`src/rtl/limn2600_cache_fill_if.sv`:
```
// Ports of the line-fill block: fetch request/response, memory read bus and cache key/data ports.
interface limn2600_cache_fill_if;
    logic        req_valid;
    logic [31:0] req_addr;
    logic        req_ready;
    logic        resp_valid;
    logic        resp_ready;
    logic [31:0] resp_data;
    logic        resp_err;
    logic        inv;
    logic        mem_req;
    logic [31:0] mem_addr;
    logic        mem_ack;
    logic        mem_err;
    logic [31:0] mem_rdata;
    logic        cache_we;
    logic [31:0] cache_addr_in;
    logic [31:0] cache_data_in;
    logic [31:0] cache_addr_out;
    logic [31:0] cache_data_out;

    // master is the fill block, slave is the fetch unit / memory / cache around it
    modport master (
        input  req_valid, req_addr, resp_ready, inv, mem_ack, mem_err, mem_rdata, cache_data_out,
        output req_ready, resp_valid, resp_data, resp_err, mem_req, mem_addr,
               cache_we, cache_addr_in, cache_data_in, cache_addr_out
    );
    modport slave (
        output req_valid, req_addr, resp_ready, inv, mem_ack, mem_err, mem_rdata, cache_data_out,
        input  req_ready, resp_valid, resp_data, resp_err, mem_req, mem_addr,
               cache_we, cache_addr_in, cache_data_in, cache_addr_out
    );
endinterface

```
`src/rtl/limn2600_cache_fill.sv`:
```
// Single-line instruction fetch fill engine: hits read the downstream cache, misses
// burst a whole line from memory into it, with timeout/bus-error abort and invalidate.
module limn2600_cache_fill #(
    parameter int unsigned LINE_WORDS = 4,
    parameter int unsigned TIMEOUT    = 255
) (
    input logic                  clk,
    input logic                  rst,
    limn2600_cache_fill_if.master bus
);
    localparam int unsigned OFF_W = $clog2(LINE_WORDS);
    localparam int unsigned TAG_W = 30 - OFF_W;
    localparam int unsigned TO_W  = 8;

    typedef enum logic [2:0] {IDLE, RD0, RD1, FILL, RESP} state_t;

    state_t           state;
    logic [TAG_W-1:0] line_tag;
    logic             line_valid;
    logic [TAG_W-1:0] req_tag;
    logic [OFF_W-1:0] req_off;
    logic [OFF_W-1:0] beat;
    logic [TO_W-1:0]  tcnt;
    logic             inv_seen;

    logic             accept;
    logic             hit;
    logic             beat_ok;
    logic             last_beat;
    logic             timed_out;
    logic [TAG_W-1:0] in_tag;
    logic [OFF_W-1:0] beat_nxt;
    logic             unused_addr_lsb;

    assign in_tag          = bus.req_addr[31:OFF_W+2];
    assign accept          = (state == IDLE) && bus.req_ready && bus.req_valid;
    assign hit             = line_valid && (in_tag == line_tag);
    assign beat_ok         = (state == FILL) && bus.mem_ack && !bus.mem_err;
    assign last_beat       = (beat == OFF_W'(LINE_WORDS - 1));
    assign timed_out       = (tcnt == TO_W'(TIMEOUT - 1));
    assign beat_nxt        = beat + OFF_W'(1);
    assign unused_addr_lsb = ^bus.req_addr[1:0];

    // The cache write must land in the same cycle as the memory ack, so these follow mem_ack directly.
    assign bus.cache_we      = beat_ok;
    assign bus.cache_addr_in = beat_ok ? bus.mem_addr  : 32'h0;
    assign bus.cache_data_in = beat_ok ? bus.mem_rdata : 32'h0;

    always_ff @(posedge clk or negedge rst) begin
        if (!rst) begin
            state              <= IDLE;
            line_tag           <= '0;
            line_valid         <= 1'b0;
            req_tag            <= '0;
            req_off            <= '0;
            beat               <= '0;
            tcnt               <= '0;
            inv_seen           <= 1'b0;
            bus.req_ready      <= 1'b0;
            bus.resp_valid     <= 1'b0;
            bus.resp_data      <= 32'h0;
            bus.resp_err       <= 1'b0;
            bus.mem_req        <= 1'b0;
            bus.mem_addr       <= 32'h0;
            bus.cache_addr_out <= 32'h0;
        end else begin
            case (state)
                IDLE: begin
                    bus.req_ready <= 1'b1;
                    if (accept) begin
                        bus.req_ready <= 1'b0;
                        req_tag       <= in_tag;
                        req_off       <= bus.req_addr[OFF_W+1:2];
                        inv_seen      <= 1'b0;
                        if (hit) begin
                            state              <= RD0;
                            bus.cache_addr_out <= {bus.req_addr[31:2], 2'b00};
                        end else begin
                            state        <= FILL;
                            beat         <= '0;
                            tcnt         <= '0;
                            bus.mem_req  <= 1'b1;
                            bus.mem_addr <= {in_tag, OFF_W'(0), 2'b00};
                        end
                    end
                end
                RD0: state <= RD1;
                RD1: begin
                    state          <= RESP;
                    bus.resp_data  <= bus.cache_data_out;
                    bus.resp_err   <= 1'b0;
                    bus.resp_valid <= 1'b1;
                end
                FILL: begin
                    if (bus.inv) begin
                        inv_seen <= 1'b1;
                    end
                    // Bus error outranks a simultaneous ack; silence for TIMEOUT cycles also aborts.
                    if (bus.mem_err || (!bus.mem_ack && timed_out)) begin
                        state          <= RESP;
                        bus.mem_req    <= 1'b0;
                        line_valid     <= 1'b0;
                        bus.resp_err   <= 1'b1;
                        bus.resp_data  <= 32'h0;
                        bus.resp_valid <= 1'b1;
                    end else if (bus.mem_ack) begin
                        tcnt <= '0;
                        if (beat == req_off) begin
                            bus.resp_data <= bus.mem_rdata;
                        end
                        if (last_beat) begin
                            state          <= RESP;
                            bus.mem_req    <= 1'b0;
                            bus.resp_err   <= 1'b0;
                            bus.resp_valid <= 1'b1;
                            line_tag       <= req_tag;
                            line_valid     <= !(inv_seen || bus.inv);
                        end else begin
                            beat         <= beat_nxt;
                            bus.mem_addr <= {req_tag, beat_nxt, 2'b00};
                        end
                    end else begin
                        tcnt <= tcnt + TO_W'(1);
                    end
                end
                RESP: begin
                    if (bus.resp_ready) begin
                        state          <= IDLE;
                        bus.resp_valid <= 1'b0;
                        bus.resp_err   <= 1'b0;
                        bus.req_ready  <= 1'b1;
                    end
                end
                default: state <= IDLE;
            endcase
            // Invalidate wins over a line record update in the same cycle.
            if (bus.inv) begin
                line_valid <= 1'b0;
            end
        end
    end
endmodule

```
`src/flat_wrapper.sv`:
```
// flat-port wrapper written by rule: the top's interface ports become plain ports
module limn2600_cache_fill_flat 
#(
    parameter int unsigned LINE_WORDS = 4,
    parameter int unsigned TIMEOUT    = 255
)
  (clk, rst, bus_req_valid, bus_req_addr, bus_resp_ready, bus_inv, bus_mem_ack, bus_mem_err, bus_mem_rdata, bus_cache_data_out, bus_req_ready, bus_resp_valid, bus_resp_data, bus_resp_err, bus_mem_req, bus_mem_addr, bus_cache_we, bus_cache_addr_in, bus_cache_data_in, bus_cache_addr_out);
  limn2600_cache_fill_if bus_i ();
  input logic clk;
  input logic rst;
  input wire logic [$bits(bus_i.req_valid)-1:0] bus_req_valid;
  input wire logic [$bits(bus_i.req_addr)-1:0] bus_req_addr;
  input wire logic [$bits(bus_i.resp_ready)-1:0] bus_resp_ready;
  input wire logic [$bits(bus_i.inv)-1:0] bus_inv;
  input wire logic [$bits(bus_i.mem_ack)-1:0] bus_mem_ack;
  input wire logic [$bits(bus_i.mem_err)-1:0] bus_mem_err;
  input wire logic [$bits(bus_i.mem_rdata)-1:0] bus_mem_rdata;
  input wire logic [$bits(bus_i.cache_data_out)-1:0] bus_cache_data_out;
  output wire logic [$bits(bus_i.req_ready)-1:0] bus_req_ready;
  output wire logic [$bits(bus_i.resp_valid)-1:0] bus_resp_valid;
  output wire logic [$bits(bus_i.resp_data)-1:0] bus_resp_data;
  output wire logic [$bits(bus_i.resp_err)-1:0] bus_resp_err;
  output wire logic [$bits(bus_i.mem_req)-1:0] bus_mem_req;
  output wire logic [$bits(bus_i.mem_addr)-1:0] bus_mem_addr;
  output wire logic [$bits(bus_i.cache_we)-1:0] bus_cache_we;
  output wire logic [$bits(bus_i.cache_addr_in)-1:0] bus_cache_addr_in;
  output wire logic [$bits(bus_i.cache_data_in)-1:0] bus_cache_data_in;
  output wire logic [$bits(bus_i.cache_addr_out)-1:0] bus_cache_addr_out;
  assign bus_i.req_valid = bus_req_valid;
  assign bus_i.req_addr = bus_req_addr;
  assign bus_i.resp_ready = bus_resp_ready;
  assign bus_i.inv = bus_inv;
  assign bus_i.mem_ack = bus_mem_ack;
  assign bus_i.mem_err = bus_mem_err;
  assign bus_i.mem_rdata = bus_mem_rdata;
  assign bus_i.cache_data_out = bus_cache_data_out;
  assign bus_req_ready = bus_i.req_ready;
  assign bus_resp_valid = bus_i.resp_valid;
  assign bus_resp_data = bus_i.resp_data;
  assign bus_resp_err = bus_i.resp_err;
  assign bus_mem_req = bus_i.mem_req;
  assign bus_mem_addr = bus_i.mem_addr;
  assign bus_cache_we = bus_i.cache_we;
  assign bus_cache_addr_in = bus_i.cache_addr_in;
  assign bus_cache_data_in = bus_i.cache_data_in;
  assign bus_cache_addr_out = bus_i.cache_addr_out;
  limn2600_cache_fill #(.LINE_WORDS(LINE_WORDS), .TIMEOUT(TIMEOUT)) u_core (.clk(clk), .rst(rst), .bus(bus_i));
endmodule
```
`config.mk`:
```
export PLATFORM = sky130hd
export DESIGN_NAME = limn2600_cache_fill_flat
export DESIGN_NICKNAME = d
export VERILOG_FILES = /design/src/rtl/limn2600_cache_fill_if.sv /design/src/rtl/limn2600_cache_fill.sv /design/src/flat_wrapper.sv
export SDC_FILE = /design/constraint.sdc
export NUM_CORES = 1
export LEC_CHECK = 0
export BUFFER_PORTS_ARGS = -buffer_cell sky130_fd_sc_hd__buf_2
export CAP_MARGIN = 20
export CORE_MARGIN = 5
export CORE_UTILIZATION = 51
export DETAILED_ROUTE_END_ITERATION = 12
export GPL_TIMING_DRIVEN = 0
export HOLD_SLACK_MARGIN = 0.1
export PLACE_DENSITY = 0.85
export SYNTH_ARGS = -nofsm -noshare
export SYNTH_HDL_FRONTEND = slang
export SYNTH_SLANG_ARGS = --single-unit
```
`constraint.sdc`:
```
create_clock -name clk -period 2.7 [get_ports clk]
set_clock_uncertainty 0.2 [all_clocks]
set_input_delay 0.54 -clock clk [delete_from_list [all_inputs] [get_ports clk]]
set_output_delay 0.54 -clock clk [all_outputs]
set_load 0.05 [all_outputs]
```
* Word-level counts from Yosys, hierarchy flattened
Index checks and enable logic that the tools add are counted.
** Word-level totals
- Register bits :: 171
- Output and inout port bits :: 165
- Logic and storage cells :: 121
** Cells by class
- $add $sub $neg :: 2
- Equality and inequality tests :: 18
- Muxes and demuxes :: 54
- Bitwise gates (word level) :: 1
- Reduce and logical (&&, ||, !) cells :: 31
** Operators by type and width (number)
- $mux 32 :: 10
- $pmux 32 s2 :: 2
- $mux 8 :: 4
- $eq 28x28->1 :: 1
- $mux 1 :: 19
- $pmux 8 s2 :: 1
- $reduce_and 4->1 :: 4
- $mux 3 :: 5
- $pmux 3 s5 :: 1
- $mux 2 :: 6
- $ne 2x2->1 const B :: 6
- $reduce_and 3->1 :: 4
- $reduce_bool 3->1 :: 3
- $add 8x1->8 const B :: 1
- $eq 8x8->1 const B :: 1
- $reduce_bool 2->1 :: 4
- $eq 3x2->1 const B :: 2
- $logic_and 1x1->1 :: 6
- $ne 3x3->1 const B :: 2
- $pmux 1 s2 :: 3
- $pmux 1 s3 :: 2
- $reduce_and 6->1 :: 1
- $reduce_and 5->1 :: 1
- $pmux 2 s2 :: 1
- other kinds (12) :: 16

* Depth between registers and ports, before layout
Gate-level depths: netlist of run 1.
- Depth after elaboration :: 7
- Depth in mapped cells :: 9
- Gate-level depth less buffers :: 8

* Worst setup path after synthesis of run 1
No wires, ideal clock.
- Path kind :: register to output
- Start :: reg u_core.state[2]
- End :: out bus_cache_addr_in[22]
- Arrival time :: 2.198 ns
- Data required time :: 1.960 ns
- Setup slack :: -0.238 ns
- Stages on the path, launching flop included :: 6
- Path buffers :: 2
- Cells stage by stage :: dfrtp_1 -> buf_6 -> nand3b_4 -> nor3b_4 -> clkbuf_1 -> and2_1
** Between the ends
- Word-level cells in the longest chain between the ends :: 4
** RTL lines
- from (decl) :: RTL line limn2600_cache_fill.sv:17 : state_t state;
- from (signal assigned) :: RTL line limn2600_cache_fill.sv:51 : state <= IDLE;
- from (signal assigned) :: RTL line limn2600_cache_fill.sv:76 : state <= RD0;
- from (signal assigned) :: RTL line limn2600_cache_fill.sv:79 : state <= FILL;
- $eq 3x2->1 :: RTL line limn2600_cache_fill.sv:38 : assign beat_ok = (state == FILL) && bus.mem_ack && !bus.mem_err;
- $logic_and 1x1->1 (2 in a row) :: RTL line limn2600_cache_fill.sv:38
- net bus_cache_we :: RTL line flat_wrapper.sv:25 : output wire logic [$bits(bus_i.cache_we)-1:0] bus_cache_we;
- $mux 32 :: RTL line limn2600_cache_fill.sv:46 : assign bus.cache_addr_in = beat_ok ? bus.mem_addr : 32'h0;
- to (decl) :: RTL line flat_wrapper.sv:26 : output wire logic [$bits(bus_i.cache_addr_in)-1:0] bus_cache_addr_in;
The timed path passes the listed nets, and every way through them passes these cells.

* Worst setup path after layout of run 1
- Start :: reg u_core.state[2]
- End :: out bus_cache_data_in[5]
** Between the ends
- Word-level cells in the longest chain between the ends :: 4
** RTL lines
- $eq 3x2->1 :: RTL line limn2600_cache_fill.sv:38
- $logic_and 1x1->1 (2 in a row) :: RTL line limn2600_cache_fill.sv:38
- $mux 32 :: RTL line limn2600_cache_fill.sv:47 : assign bus.cache_data_in = beat_ok ? bus.mem_rdata : 32'h0;
- to (decl) :: RTL line flat_wrapper.sv:27 : output wire logic [$bits(bus_i.cache_data_in)-1:0] bus_cache_data_in;
No other way between the ends.

==> results of run 1 <==
==> sequential cells by signal (all words and copies together), names as in the netlist, 2 cells and up <==
| signal | flops |
|---|---|
| u_core.bus.cache_addr_out | 30 |
| u_core.bus.mem_addr | 29 |
| u_core.bus.resp_data | 32 |
| u_core.line_tag | 28 |
| u_core.req_off | 2 |
| u_core.req_tag | 28 |
| u_core.state | 3 |
| u_core.tcnt | 8 |
==> worst max-delay path: stages (launching register included) <==
cell and delay (ns):
dfrtp_1 0.39, nand3b_4 0.17, nor3b_4 0.24, buf_6 0.15
buf_12 0.14, clkbuf_16 0.15, and2_4 0.15, buf_8 0.14
==> power by group <==
part / leakage [nW] / switching (mW) / internal (mW)
clock: 0.293 / 0.978 / 1.52
sequential: 2.12 / 0.542 / 3.25
combinational: 3.49 / 3.41 / 1.61
total: 5.90 / 4.93 / 6.38
==> metal layers <==
metal / up-vias / routed length, um / track usage, %
met2: 337 / 12630 / 42.27
met4: 0 / 854 / 10.92
met1: 3433 / 9689 / 33.11
met3: 80 / 1983 / 5.588
met5: - / 0 / 0
li1: 3089 / - / -
==> cell usage after synthesis (all sizes together), types with 4 or more instances <==
library cell	number
nand3	6
a21oi	37
inv	4
buf	26
nor2b	6
clkbuf	21
nor3	6
a22oi	33
o21ai	6
nand2	108
xnor2	24
and2	63
dfrtp	167
nor2	44
mux2	115
nand4	6
==> path summary, 6_finish.rpt <==
path,start,end
setup / recovery,u_core.state[2]$_DFFE_PN0P_,bus_cache_data_in[5]
hold / removal,bus_req_addr[3],u_core.req_off[1]$_DFFE_PN0P_
setup reg to reg,u_core.state[0]$_DFFE_PN0P_,u_core.bus.mem_addr[31]$_DFFE_PN0P_
hold reg to reg,u_core.bus.cache_addr_out[25]$_DFFE_PN0P_,u_core.bus.cache_addr_out[25]$_DFFE_PN0P_
max in group asynchronous,rst,u_core.bus.resp_data[15]$_DFFE_PN0P_
min in group asynchronous,rst,u_core.bus.cache_addr_out[10]$_DFFE_PN0P_
==> what timing repair did <==
action	4_1_cts	5_1_grt
pin swaps	1	27
gates resized for setup	161	119
endpoints found under the setup margin	63	91
setup buffers	6	10
hold endpoints to repair	76	0
gates cloned	1	6
hold buffers	2	0
==> cell type report <==
type	count	area [um2]	share of cell area, %
timing repair buffer	285	2246	19.53
tap	216	270.3	2.350
clock buffer	23	478.0	4.157
clock inverter	8	121.4	1.055
inverter	4	15.01	0.1306
sequential	167	4179	36.34
multi-input combinational	506	3831	33.32
buffer	45	357.8	3.112
==> per-stage QoR <==
step	hold slack (ns)	std cells	power, mW	TNS (ns)
after floorplan	0.04441	724	7.262	0
after global placement	0.2625	1199	8.399	-300.71
after detailed placement	0.2692	1200	8.548	-25.75
after CTS	0.1296	1239	11.15	-0.01943
after global routing	0.1609	1254	11.81	-3.258
final	0.1563	1254	11.30	-0.03026
==> logic make-up (layout without fill, tap and decap cells) <==
family	Yosys count	after routing	synth area share, %
other	1	6	0.04628
AOI/OAI and AO/OA	97	97	8.138
buffers and inverters	51	365	3.335
muxes	115	115	17.33
adders and majority gates	3	3	0.4633
and+or+nand+nor	258	258	16.20
xor gates and xnor gates	27	27	2.919
DFF	167	167	51.58
==> impl_summary.md, run 1 <==
STA
Setup violations remaining at the end of the flow were counted as 10. The number of pins with negative max-slew slack in the final report is 0. In this run the tightest slew margin relative to its limit is 55.88%. Setup repair after global routing could not meet its margin everywhere. The worst-case setup margin in the final layout is -0.009132 ns.

The final hold violation count is 0. Counting I/O delays and the setup requirement, the final critical path takes ~2.7 ns. The fmax is 0.3691 GHz.

The transition at the pin with the smallest max-transition slack is roughly 0.66 ns. The portion of the clock cycle consumed by the worst path in the final layout is 100.3%.

Placement
Input and output buffers added on the ports amount to about 260. Once placement finished, the instance area stood at approximately 0.0097 mm2. The post-DP HPWL is ~16000 um.

The congestion estimate from routability-driven global placement came to 0.8844. Timing analysis after detailed placement gives a worst setup slack of -0.3911 ns.

Layout
The antenna diode count is 0. Once layout is complete, the utilization of the core stands at 73.18%. The share of final-layout standard cells stronger than drive strength 1 is 45.47%.

The most frequent standard cell in the layout excluding fill and tap cells is buf_2. With fillers left out, the area of the finished cells amounts to 0.01150 mm2. The growth of design area from synthesis to finish is 41.91%. Counting the fill cells in the layout gives 986.

In the final design database the tool counted 1132 nets. The library cells used most frequently in the layout, excluding fill and tap cells, are 206 x buf_2, 167 x dfrtp_1, 107 x nand2_1, 67 x buf_8, 60 x and2_4.

Global route
The via count of the first global-routing pass came to 6966. After global routing the overflow that remains totals 0. Entering global routing, the biggest net connects 93 pins. The wire length of the first global-routing pass is 37120 um. In the global route stage, overall resource usage came out at 25.75%. The number of antenna violations at the first check in global routing is 0.

Worst setup path
Of all nets on the critical path, the largest fanout is 6. The critical path capture point type is a primary output. The category of the critical setup timing path is reg -> out.

At the worst endpoint, the arrival time is about 2.0 ns. The number of cells on the worst reg-to-reg path is 10. The startpoint type of the worst setup path is a flip-flop. The required time of the critical path is 1.96 ns.

Setup slack on the worst reg-to-reg path comes out at 0.09 ns.

Outcome
The final reports fail on negative setup slack. The run finished, with violations left.

Synthesis
The synthesized design devotes to its leading area cell type around half of total area. During synthesis, Yosys emitted a total of 0 warnings. The dominant cell type by area after synthesis is dfrtp_1. The cell area that synthesis handed to floorplanning was roughly 0.008 mm2. In the synthesized netlist the dominant register cell turns out to be dfrtp_1. Sorting the synthesized cells by area gives the leading types as dfrtp_1 52%, mux2_1 8.1%, mux2_4 5.4%. Dividing the synthesized area by the synthesized cell count gives 11.27 um2.

Sequential elements use approximately 52% of the synthesized area. The number of register bits inferred by synthesis is 167. After synthesis, the netlist uses 57 different library cells.

In this run, synthesis inferred 0 flip-flops with an integrated enable. The async set-reset flop share out of synthesis is 100.0%. The cell count after synthesis came out at ~720.

Floorplan
The floorplan step defined a die boundary enclosing 0.01851 mm2. The total I/O pin count is 268. Row generation in the floorplan step produced 46 rows. Measured along the x axis, the die boundary spans about 140 um. The height of the chip is 136.0 um. The total area inside the core boundary comes to 0.01571 mm2.

The initial cell density of the core is between 50% and 60%.

Min path
The classification of the worst-slack hold path is in -> reg. The worst hold path was traced through 3 stages.

Detailed routing
The vias per cell is 5.533. The first routing iteration left approximately 540 violations. The post-route antenna net violation count is 0.

The total iterations of the first detailed-routing run is 5. The detailed-route DRC error count is 0. Wires add up to between 20000 and 30000 um. The detailed router placed a little under 7k vias in this run.

Dividing the detail-routed wire length by the instance count gives 20.06 um.

Run
Max-cap violations in this run came to 0.

Power and ir drop
The total power divided by cell area is roughly 1000 mW/mm2. VDD sags by at most 0.0006126 V. For this design the static power due to leakage is just under 6 nW.

Clock network
The H-tree depth is 4. The largest buffer count on any clock path is 2. Clock latency on the worst-skew pair, taken at its later pin, is about 0.43 ns.

The tree is rooted in a clkbuf_16. Clock-pin slew was measured on the worst setup and hold paths at 0.06 ns. The total clock buffers created by CTS is 17. The count of clock tree sinks is 167. TritonCTS built the clock tree.
No activity file was read; power rests on OpenSTA's default activity.
==> run 2, diff against run 1 <==
Settings changed: PLACE_DENSITY 0.85 to not set, PLACE_DENSITY_LB_ADDON set to 0.1, TNS_END_PERCENT set to 1.
==> impl_summary.md, run 2 (same netlist as run 1, synthesis figures left out) <==
Outcome
The flow ran to the end, but the final reports show violations. The checks that failed: negative setup slack.

Layout
The final-stage net count is 1121 (-0.97%). The library cell used most frequently in the layout, excluding fill and tap cells, is buf_2. The number of fill cells came to 1197 (+21%). The flip-flop count of the largest register after layout was 32 (unchanged).

The number of cells in the finished layout apart from fillers came to 1244 (-0.80%). The top cell types in the final layout, fill and taps aside, are 208 x buf_2, 167 x dfrtp_1, 107 x nand2_1, 58 x mux2_1, 50 x and2_4. The largest registers in the layout are u_core.bus.resp_data x32, u_core.bus.cache_addr_out x30, u_core.bus.mem_addr x29. The design area is 0.01120 mm2 (-2.6%). The antenna diode count was 0 (unchanged). The register name with the most flops is u_core.bus.resp_data. From synthesis to final layout, the design area changed by 38.28%.

The share of final-layout standard cells stronger than drive strength 1 is 43.97% (-1.5 points).

Global route
The overflow left after global routing is 0 (unchanged). The via count of the first global-routing pass is 6646 (-4.6%). The wire length of the first global-routing pass is 35100 um (-5.4%). The number of antenna violations at the first check in global routing came to 0 (unchanged). The pin count of the biggest net entering global routing came to 98 (+5.4%). The global-route total usage across every layer is 24.16% (-1.6 points).

Min path
The end point of the worst hold path is u_core.req_off[0]$_DFFE_PN0P_. The number of cells traversed by the worst hold path came to 3 (unchanged). The classification of the worst-slack hold path is in -> reg. In this run the most critical hold path is launched from bus_req_addr[2].

STA
The relative max-transition margin was 51.43% (-4.4 points). The number of pins with negative max-slew slack in the final report is 0 (unchanged). The final hold violation count came to 0 (unchanged). The final setup TNS was -0.008533 ns (+0.02173 ns). The worst-case setup margin in the final layout came to -0.003936 ns (+0.005197 ns).

The final critical delay including setup and external delays is 2.704 ns (-0.005197 ns). The number of setup violations in the final report is 3 (-7). The fmax was 0.3698 GHz (+0.19%).

The transition at the pin with the smallest max-transition slack is 0.7285 ns (+0.06669 ns). Setup repair after global routing could not meet its margin everywhere. The portion of the clock cycle consumed by the worst path in the final layout came to 100.1% (-0.19 points).

Detailed routing
The DRC marker count from the first detailed-route iteration is 363 (-32%). The total iterations of the first detailed-routing run is 5 (unchanged). The vias per cell is 5.246 (-5.2%). The via count is 6526 (-6.0%). The post-route antenna net violation count is 0 (unchanged). The per-cell routed wire length is 18.22 um (-9.2%). The wire length reported by the detailed router is 22670 um (-9.9%). The detailed-route DRC error count is 0 (unchanged).

Power and ir drop
The total power divided by cell area was 990.8 mW/mm2 (+0.79%). The total net switching power came to 4.795 mW (-2.7%). The internal power is 6.307 mW (-1.1%). The switching fraction of total power is 43.19% (-0.41 points). The clock power share was 22.3% (+0.2 points). The combinational cell fraction of total power is 43.8% (-0.6 points).

The leakage power figure is 5.787 nW (-1.9%). The part of the power in registers was 34.0% (+0.5 points). The overall power after layout is 11.10 mW (-1.8%).

The worst vdd rail ir drop is 0.0007973 V (+30%).

Floorplan
The initial cell density of the core came to 51.57% (unchanged). The height of the chip is 136.0 um (unchanged). The total I/O pin count is 268 (unchanged). The site row count was 46 (unchanged). The width of the die came to 136.0 um (unchanged).

The floorplan die area came to 0.01851 mm2 (unchanged). The total core area is 0.01571 mm2 (unchanged).

Worst setup path
The maximum fanout count along the critical path is 9 (+3). The worst setup path is captured at a primary output. The endpoint arrival time on the critical path is 1.96 ns (about the same). The worst register-to-register path ends at u_core.bus.mem_addr[15]$_DFFE_PN0P_.

In this run the critical register-to-register path is launched from u_core.state[0]$_DFFE_PN0P_. The required time of the critical path is 1.96 ns (about the same). The worst setup path is launched from a flip-flop. The worst setup path is of the reg -> out kind. The worst setup slack for register-to-register paths is 0.17 ns (+0.08 ns). The cell count of the worst reg-to-reg path is 9 (-1).

Clock network
The clock transition time at the flip-flop clock pins of the worst setup and hold paths is 0.06 ns (about the same). The count of clock tree sinks is 167 (unchanged). The CTS tree is built. The H-tree depth is 4 (unchanged). The total clock buffers created by CTS came to 17 (unchanged). The largest buffer count on any clock path is 2 (unchanged). In this run the clock root is driven by a clkbuf_16. The latest clock arrival within the worst-skew pair is 0.42 ns (about the same).

Placement
The post-DP HPWL is 16240 um (-1.6%). The count of port buffers added during placement is 259 (unchanged). The weighted congestion at the end of routability-driven global placement came to 0.8391 (-5.1%). The number of cells in the design after placement was 1200 (unchanged).

The placed standard-cell area is 0.009727 mm2 (unchanged).

Run
The number of maximum-capacitance constraint violations came to 0 (unchanged).
## run 2: layout make-up
| type | instances | area, um2 | share of cell area (%) |
|---|---|---|---|
| buffer | 46 | 349.1 | 3.116 |
| clock buffer | 25 | 515.5 | 4.601 |
| clock inverter | 7 | 88.84 | 0.7929 |
| inverter | 4 | 15.01 | 0.1340 |
| multi-input combinational | 506 | 3804 | 33.95 |
| sequential | 167 | 4179 | 37.30 |
| tap | 216 | 270.3 | 2.412 |
| timing repair buffer | 273 | 1983 | 17.70 |
## run 2: per-stage QoR
step	util (%)	setup WS, ns	hold WS, ns
final	71.31	-0.003936	0.1435
after floorplan	-	0.02199	0.04441
after global placement	61.67	-1.725	0.2628
after global routing	71.31	-0.06976	0.1542
after CTS	70.03	-0.07112	0.1250
after detailed placement	61.90	-0.4286	0.2701
## run 2: critical path, cell delays in order (launching register included)
cell and delay (ns):
dfrtp_1 0.34, buf_6 0.16, nand3b_4 0.10, nor3b_4 0.28
buf_6 0.20, clkbuf_16 0.18, and2_4 0.15, buf_8 0.14
## run 2: what timing repair did
action / 4_1_cts / 5_1_grt
endpoints found under the hold margin: 71 / 0
pin swaps: 5 / 13
resized for setup: 178 / 58
endpoints found under the setup margin: 68 / 120
cloned: 2 / 0
hold buffers: 2 / 0
setup buffers: 4 / 5
## run 2: worst max path at each step
stage	slack [ns]	startpoint	endpoint	depth (start not counted)
6_report	-0.004	u_core.state[0]$_DFFE_PN0P_	bus_cache_addr_in[29]	7
5_1_grt	-0.07	u_core.state[0]$_DFFE_PN0P_	bus_cache_addr_in[29]	7
4_1_cts	-0.07	u_core.state[2]$_DFFE_PN0P_	bus_cache_addr_in[30]	7
3_5_place_dp	-0.43	bus_mem_ack	bus_cache_data_in[27]	5
3_3_place_gp	-1.72	rst	u_core.bus.resp_data[11]$_DFFE_PN0P_	1
2_1_floorplan	0.02	u_core.state[2]$_DFFE_PN0P_	bus_cache_addr_in[22]	5
## run 2: per-layer routing
layer | vias to the layer above | GRT usage [%] | share of wire [%] | routed length (um)
met5 | - | 0 | 0 | 0
met4 | 0 | 8.063 | 2.2 | 490
met3 | 33 | 5.774 | 7.0 | 1585
met2 | 230 | 40.86 | 50 | 11380
met1 | 3195 | 30.58 | 41 | 9209
li1 | 3068 | - | - | -
## run 2: power groups by stage
stage / registers [mW] / clock network [mW] / logic (mW)
detailed placement: 3.78 / 0 / 4.76
floorplan: 5.37 / 0 / 1.89
global placement: 3.75 / 0 / 4.70
CTS: 3.75 / 2.51 / 4.85
global route: 3.86 / 2.61 / 5.18
finish: 3.77 / 2.47 / 4.86
==> run 3, diff against run 2 <==
Settings changed: CAP_MARGIN 20 to 25, TNS_END_PERCENT 1 to 50.
==> impl_summary.md, run 3 (same netlist as run 1, synthesis figures left out) <==
Min path
The number of cells traversed by the worst hold path is 3 (unchanged). The classification of the worst-slack hold path is in -> reg.

Worst setup path
The critical path's largest stage delay is 0.40 ns (+0.06 ns). The required time of the critical path came to 1.96 ns (about the same). The critical path capture point type is a primary output. The endpoint arrival time on the critical path is 1.95 ns (about the same). The critical path in this run is classified as reg -> out. The cell count of the worst reg-to-reg path is 8 (-1). The startpoint type of the worst setup path is a flip-flop. Traced cell by cell, the critical path runs through nand3b_4 > nor3b_4 > buf_6 > clkbuf_16 > and2_4 > buf_8. The slowest stage of the critical path belongs to the cell dfrtp_1. The maximum fanout count along the critical path was 6 (-3).

Layout
The antenna diode count came to 0 (unchanged). The design area is 0.01131 mm2 (+0.98%). The number of fill cells is 1173 (-2.0%). The flip-flop count of the largest register after layout is 32 (unchanged). The growth of design area from synthesis to finish is 39.64%. The largest registers in the layout are u_core.bus.resp_data x32, u_core.bus.cache_addr_out x30, u_core.bus.mem_addr x29. Counting flops per register, the top entry is u_core.bus.resp_data. The final-stage net count was 1125 (+0.36%). The library cell used most frequently in the layout, excluding fill and tap cells, is buf_2. The area taken by flip-flops and latches came to 0.004179 mm2 (unchanged). The share of final-layout standard cells stronger than drive strength 1 is 44.48% (+0.51 points). The multi-input logic area is 0.003811 mm2 (+0.20%). The library cells used most frequently in the layout, excluding fill and tap cells, are 208 x buf_2, 167 x dfrtp_1, 107 x nand2_1, 58 x mux2_1, 57 x buf_8.

Run
The number of maximum-capacitance constraint violations was 0 (unchanged).

Floorplan
The total core area is 0.01571 mm2 (unchanged). The floorplan die area was 0.01851 mm2 (unchanged). The width of the die is 136.0 um (unchanged).

The site row count is 46 (unchanged). The height of the chip was 136.0 um (unchanged). The initial cell density of the core is 51.57% (unchanged).

The total I/O pin count came to 268 (unchanged).

Detailed routing
The detailed-route DRC error count came to 0 (unchanged). The post-route antenna net violation count came to 0 (unchanged). The vias per cell was 5.255 (+0.17%).

The per-cell routed wire length was 18.53 um (+1.7%). The wire length reported by the detailed router is 23130 um (+2.0%). The total iterations of the first detailed-routing run was 5 (unchanged).

The DRC marker count from the first detailed-route iteration came to 388 (+6.9%). The via count came to 6558 (+0.49%).

STA
The number of setup violations in the final report is 0 (-3). Setup repair after global routing could not meet its margin everywhere. The portion of the clock cycle consumed by the worst path in the final layout is 99.49% (-0.65 points). The relative max-transition margin is 50.87% (-0.57 points). The final hold violation count is 0 (unchanged).

The fmax is 0.3723 GHz (+0.66%). The number of pins with negative max-slew slack in the final report is 0 (unchanged). The final critical delay including setup and external delays is 2.686 ns (-0.01766 ns).

The transition at the pin with the smallest max-transition slack came to 0.7370 ns (+0.008501 ns).

Clock network
The CTS tree is built. The count of clock tree sinks is 167 (unchanged). The latest clock arrival within the worst-skew pair is 0.42 ns (about the same). The H-tree depth is 4 (unchanged). The cell chosen for the clock root is clkbuf_16. The clock transition time at the flip-flop clock pins of the worst setup and hold paths is 0.06 ns (about the same). The total clock buffers created by CTS is 17 (unchanged). The largest buffer count on any clock path is 2 (unchanged).

Placement
The placed standard-cell area was 0.009727 mm2 (unchanged). The weighted congestion at the end of routability-driven global placement is 0.8391 (unchanged). The post-DP HPWL came to 16240 um (unchanged). The count of port buffers added during placement is 259 (unchanged).

Global route
The global-route total usage across every layer is 24.54% (+0.39 points). The number of antenna violations at the first check in global routing was 0 (unchanged). The via count of the first global-routing pass came to 6719 (+1.1%). The wire length of the first global-routing pass is 35510 um (+1.2%).

The pin count of the biggest net entering global routing is 98 (unchanged). The overflow left after global routing is 0 (unchanged).

Power and ir drop
The worst vdd rail ir drop came to 0.0006457 V (-19%). The overall power after layout is 11.14 mW (+0.38%). The total power divided by cell area is 984.9 mW/mm2 (-0.60%). The leakage power figure is 5.832 nW (+0.77%).

Outcome
The flow ran to the end, and the final reports show no timing, DRC or antenna violations.
[run 3: per-layer routing]
metal,vias to the layer above,global-route usage (%),part of all wire (%)
li1,3077,-,-
met1,3218,30.87,41
met2,228,41.55,50
met3,35,5.885,6.9
met4,0,8.567,2.4
met5,-,0,0
[run 3: path summary, 6_finish.rpt]
kind,from,to,slack [ns]
max,u_core.state[2]$_DFFE_PN0P_,bus_cache_addr_in[29],0.01
min,bus_req_addr[2],u_core.req_off[0]$_DFFE_PN0P_,0.14
max reg2reg,u_core.state[2]$_DFFE_PN0P_,u_core.bus.mem_addr[15]$_DFFE_PN0P_,0.18
min reg2reg,u_core.bus.cache_addr_out[31]$_DFFE_PN0P_,u_core.bus.cache_addr_out[31]$_DFFE_PN0P_,0.28
max in group asynchronous,rst,u_core.bus.resp_data[4]$_DFFE_PN0P_,1.01
min in group asynchronous,rst,u_core.bus.mem_addr[11]$_DFFE_PN0P_,0.45
[run 3: layout make-up]
class                      count  share of cell area, %
clock inverter                 7                 0.7851
sequential                   167                  36.93
buffer                        46                  3.085
clock buffer                  25                  4.556
tap                          216                  2.389
multi-input combinational    506                  33.68
timing repair buffer         277                  18.43
inverter                       4                 0.1327
[run 3: critical path, delay by kind of cell, from the launching register on]
kind                   cells  cell delay (ns)
AND/OR/NAND/NOR            3             0.61
buffers and inverters      3             0.52
flip-flops                 1             0.40
[run 3: report_power, final]
part	switching [mW]	internal, mW
clock	0.962	1.51
sequential	0.527	3.24
combinational	3.32	1.58
[run 3: metrics by stage]
stage,setup TNS [ns],cells,utilization (%),hold WS (ns),setup WS [ns]
after global placement,-318.77,1199,61.67,0.2628,-1.725
after global routing,-1.794,1248,72.01,0.1542,-0.06842
after floorplan,0,724,-,0.04441,0.02199
final,0,1248,72.01,0.1431,0.01373
after CTS,-1.377,1241,70.62,0.1250,-0.07112
after detailed placement,-32.35,1200,61.90,0.2701,-0.4286
[run 3: what timing repair did]
item / CTS / global route
setup buffers: 4 / 7
pin swaps: 10 / 16
gates cloned: 3 / 1
resized for setup: 204 / 52
hold endpoints to repair: 71 / 0
hold buffers: 2 / 0
setup endpoints to repair: 68 / 122
